==> src/rtl/shift_rx_pkg.sv <==
// Shared definitions for the serial frame receiver: FSM encoding and
// parity / frame-length helpers.
package shift_rx_pkg;

  typedef enum logic [1:0] {
    IDLE = 2'd0,
    DATA = 2'd1,
    PAR  = 2'd2,
    STOP = 2'd3
  } rx_state_t;

  // Even parity is the plain XOR of the data; odd parity inverts it.
  function automatic logic parity_of(input logic [31:0] word, input logic odd);
    return (^word) ^ odd;
  endfunction

  function automatic int frame_len(input int width, input int parity_en);
    return width + 2 + ((parity_en != 0) ? 1 : 0);
  endfunction

endpackage

==> src/rtl/shift_rx_bitcnt.sv <==
// Data-bit counter for the frame receiver; flags the last data bit of a frame.
module shift_rx_bitcnt #(
  parameter int WIDTH = 4
) (
  input  logic clk,
  input  logic rst,
  input  logic clr,
  input  logic inc,
  output logic last
);

  localparam int CW = (WIDTH > 2) ? $clog2(WIDTH) : 1;

  logic [CW-1:0] cnt_q, cnt_d;

  always_comb begin
    cnt_d = cnt_q;
    if (clr) begin
      cnt_d = '0;
    end else if (inc) begin
      cnt_d = cnt_q + CW'(1);
    end
  end

  always_ff @(posedge clk) begin
    if (rst) begin
      cnt_q <= '0;
    end else begin
      cnt_q <= cnt_d;
    end
  end

  assign last = (cnt_q == CW'(WIDTH - 1));

endmodule

==> src/rtl/shift_frame_receiver.sv <==
// Serial frame receiver: start bit, WIDTH data bits MSB first, optional
// parity, stop bit; registered word/valid/error/busy outputs.
module shift_frame_receiver
  import shift_rx_pkg::*;
#(
  parameter int WIDTH     = 4,
  parameter int PARITY_EN = 1,
  parameter int ODD       = 0
) (
  input  logic             C,
  input  logic             R,
  input  logic             S,
  input  logic             EN,
  output logic [WIDTH-1:0] Q,
  output logic             V,
  output logic             E,
  output logic             B
);

  rx_state_t        state_q, state_d;
  logic [WIDTH-1:0] sh_q, sh_d;
  logic [WIDTH-1:0] q_q, q_d;
  logic             perr_q, perr_d;
  logic             v_q, v_d;
  logic             e_q, e_d;
  logic             b_q, b_d;
  logic             cnt_last;

  shift_rx_bitcnt #(
    .WIDTH(WIDTH)
  ) u_bitcnt (
    .clk (C),
    .rst (R),
    .clr (EN && (state_q == IDLE) && S),
    .inc (EN && (state_q == DATA)),
    .last(cnt_last)
  );

  always_comb begin
    state_d = state_q;
    sh_d    = sh_q;
    q_d     = q_q;
    perr_d  = perr_q;
    v_d     = 1'b0;
    e_d     = 1'b0;
    if (EN) begin
      case (state_q)
        IDLE: if (S) state_d = DATA;
        DATA: begin
          sh_d = {sh_q[WIDTH-2:0], S};
          if (cnt_last) state_d = (PARITY_EN != 0) ? PAR : STOP;
        end
        PAR: begin
          perr_d  = S ^ parity_of(32'(sh_q), ODD != 0);
          state_d = STOP;
        end
        STOP: begin
          // A bad stop bit just drops back to IDLE; the next 1 is a new start.
          if (!S && !perr_q) begin
            q_d = sh_q;
            v_d = 1'b1;
          end else begin
            e_d = 1'b1;
          end
          perr_d  = 1'b0;
          state_d = IDLE;
        end
        default: state_d = IDLE;
      endcase
    end
    b_d = (state_d != IDLE);
  end

  always_ff @(posedge C) begin
    if (R) begin
      state_q <= IDLE;
      sh_q    <= '0;
      q_q     <= '0;
      perr_q  <= 1'b0;
      v_q     <= 1'b0;
      e_q     <= 1'b0;
      b_q     <= 1'b0;
    end else begin
      state_q <= state_d;
      sh_q    <= sh_d;
      q_q     <= q_d;
      perr_q  <= perr_d;
      v_q     <= v_d;
      e_q     <= e_d;
      b_q     <= b_d;
    end
  end

  assign Q = q_q;
  assign V = v_q;
  assign E = e_q;
  assign B = b_q;

endmodule
==> config.mk <==
export PLATFORM = sky130hd
export DESIGN_NAME = shift_frame_receiver
export DESIGN_NICKNAME = d
export VERILOG_FILES = /design/src/rtl/shift_rx_pkg.sv /design/src/rtl/shift_rx_bitcnt.sv /design/src/rtl/shift_frame_receiver.sv
export SDC_FILE = /design/constraint.sdc
export NUM_CORES = 1
export LEC_CHECK = 0
export CAP_MARGIN = 20
export CORE_MARGIN = 5
export CORE_UTILIZATION = 50
export CTS_CLUSTER_DIAMETER = 80
export CTS_CLUSTER_SIZE = 16
export DETAILED_ROUTE_END_ITERATION = 8
export PLACE_DENSITY = 0.75
export SLEW_MARGIN = 20
export SYNTH_ARGS = -nofsm -noshare
export SYNTH_HDL_FRONTEND = slang
export SYNTH_SLANG_ARGS = --single-unit
==> constraint.sdc <==
create_clock -name C -period 1.3 [get_ports C]
set_input_delay 0.26 -clock C [delete_from_list [all_inputs] [get_ports C]]
set_output_delay 0.26 -clock C [all_outputs]
set_load 0.01 [all_outputs]
==> qor.csv <==
stage,metric,value,unit
pwr,PD cells,1050,nW/um2
routing,TritonRoute pass-1 iters,4,
global_routing,initial antenna violation count,0,
placed_design,Port Buffers,10,
finish,fillers,123,
routing,WL per Instance,11.8,um
placed_design,post-DP HPWL,925,um
clock_tree,clock root buffer,clkbuf_4,
timing,Fin Hold WS,0.477,ns
worst_hold_path,HP Class,reg -> reg,
logic_synthesis,top cell type's share of synthesized area,0.451,
floorplanning,DIE HEIGHT,47.7,um
clock_tree,"Setup Fix Bufs, Post-CTS",0,
logic_synthesis,Mapped Nets,85,
routing,Initial DRC Count,3,
setup_path,reg2reg start,u_bitcnt.cnt_q[0],
clock_tree,clock-pin slew on the worst setup and hold paths,0.09,ns
timing,Fin. Hold Viols,0,
routing,Detail Route Antenna Nets,0,
setup_path,Critical Path Max Stage Delay,0.35,ns
setup_path,type of the worst setup path,reg -> reg,
timing,Worst slew margin,0.783,
clock_tree,clock latency on the worst-skew pair,0.28,ns
setup_path,Most common cell on crit path,a21oi_1,
setup_path,WP data arrival,1.33,ns
logic_synthesis,post-synthesis area per instance,8.88,um2
finish,register area,320,um2
clock_tree,CTS tree,yes,
logic_synthesis,Netlist Area Pre-Place,711,um2
floorplanning,Placement Rows,13,
floorplanning,Initial Utilization,0.539,
logic_synthesis,sequential area share after synthesis,0.451,
timing,Final setup viols,0,
logic_synthesis,Synth cell types,27,
logic_synthesis,leading area contributor after synthesis,dfxtp_1,
setup_path,WP data required,1.48,ns
finish,Final #Nets,100,
global_routing,GRT overflow,0,
global_routing,pin count of the biggest net entering global routing,15,
timing,fin. max-slew vios,0,
setup_path,critical-path cell list,ha_1 -> and4b_2 -> a21oi_1 -> a21oi_1,
placed_design,pre-CTS setup slack,-0.255,ns
timing,final period utilization,0.888,
logic_synthesis,"flops & latches, synth",16,
pwr,Leak Pwr,0.363,nW
timing,Setup Skew,0.00400,ns
clock_tree,Num CTS Buffers,3,
global_routing,first-pass GRT wire length,2.01,mm
clock_tree,H-tree depth,1,
finish,multi-input logic area,347,um2
finish,ant diodes,0,
finish,synth-to-layout area growth,21.1,%
routing,Vias,571,
run,number of max-cap violations,0,
floorplanning,die area,2280,um2
clock_tree,# clock sinks,16,
setup_path,CP Max Fanout,3,
routing,DRC,0,
pwr,worst vdd ir,0.719,mV
routing,Via-to-Cell Ratio,5.24,
logic_synthesis,"top cells by area, synth","dfxtp_1, a21oi_1, nand2_1",
timing,Worst-Margin Slew,0.325,ns
setup_path,Crit. End Element,flip-flop,
run_status,status,completed,
setup_path,CP max-delay cell,dfxtp_1,
clock_tree,CTS Buffer Depth,2,
logic_synthesis,Cells after Synth,80,
logic_synthesis,Synth Warn #,0,
floorplanning,IO Pins,11,
global_routing,vias in the first global route,489,
finish,layout cells sized above 1,0.170,
placed_design,GP Congestion,0.749,
setup_path,startpoint class of the critical path,flip-flop,
worst_hold_path,Hold Startpoint,Q[0],
timing,Max Freq,866,MHz
timing,RSZ-0062 raised after global routing,no,
routing,final wirelength,1.28,mm
setup_path,crit path launch,u_bitcnt.cnt_q[0],
timing,Tmin final,1.15,ns
floorplanning,Die Wd,47.7,um
global_routing,Overall Global Routing Usage,0.133,
timing,final worst slack,0.146,ns
floorplanning,core region area,1320,um2
critical path, delay by kind of cell, from the launching register on:
family                   cells  cell delay [ns]
flip-flops                   1             0.35
AO/OA/AOI/OAI                2             0.26
AND/OR/NAND/NOR              1             0.22
adder cells (fa/ha/maj)      1             0.22
final timing paths:
path / slack, ns / endpoint / depth (start not counted)
setup / recovery: 0.15 / B / 4
hold / removal: 0.48 / Q[0] / 2
setup reg to reg: 0.15 / B / 4
hold reg to reg: 0.48 / Q[0] / 2
area by class of cell:
class                           instances  share of cell area
Multi-Input combinational cell         58               0.403
Clock buffer                            4              0.0422
Timing Repair Buffer                   16               0.161
Sequential cell                        16               0.372
Tap cell                               15              0.0218
placed cells by master, fill, tap and decap left out, drive strengths merged, types with 2 or more instances in the layout:
cell and instances:
buf 6, nor3 2, a21oi 11, nand2b 2, nand3 6, o21ai 6
clkdlybuf4s50 2, nand2 11, clkbuf 4, dfxtp 16, nor2 6, dlygate4sd2 7
nand3b 2
per-layer routing:
layer	global-route usage	vias up	routed length, um
li1	-	307	-
met4	0.0968	0	11
met2	0.203	9	591
met1	0.159	253	606
met3	0.0338	2	71
met5	0	-	0
per-stage QoR:
step	power (mW)	setup TNS, ns	util	cell area (um2)	cells
global placement	0.587	-2.58	0.631	831	105
global route	0.939	0	0.653	861	109
detailed placement	0.589	-3.12	0.631	831	105
finish	0.900	0	0.653	861	109
floorplan	0.562	0	-	711	80
CTS	0.912	0	0.651	858	109
repair_timing:
item | 4_1_cts | 5_1_grt
hold buffers | 0 | 0
endpoints found under the setup margin | 7 | 8
pin swaps | 0 | 0
resized for setup | 7 | 1
where the power goes:
part           switching, mW  internal (mW)  leakage [nW]
registers            0.00758          0.497         0.129
clock network          0.154          0.170        0.0210
logic                 0.0360         0.0346         0.213
registers in the layout (all words and copies together), names as in the netlist:
| signal | cells |
|---|---|
| E | 1 |
| state_q | 2 |
| B | 1 |
| sh_q | 4 |
| Q | 4 |
| u_bitcnt.cnt_q | 2 |
| perr_q | 1 |
| V | 1 |
logic make-up (layout without fill, tap and decap cells):
group                      after synthesis  count (layout)  share of synthesized area
xor gates and xnor gates                 2               2                     0.0440
muxes                                    1               1                     0.0141
buffers and inverters                    6              20                     0.0616
and+or+nand+nor                         34              34                      0.254
DFF                                     16              16                      0.451
AOI/OAI and AO/OA                       20              20                      0.158
adders and majority gates                1               1                     0.0176
cells in the mapped netlist (all sizes together):
library cell,count
ha,1
nor2,6
nor3,2
and3b,1
nand2,11
a21oi,11
a211oi,1
clkbuf,1
nand3,6
buf,5
nand3b,2
o211ai,1
and4b,1
and4bb,1
xnor3,1
dfxtp,16
o21ai,6
o21a,1
or2,1
and3,1
nand2b,2
mux2i,1
xor2,1
Note: power is estimated with default switching activity, not from simulation.
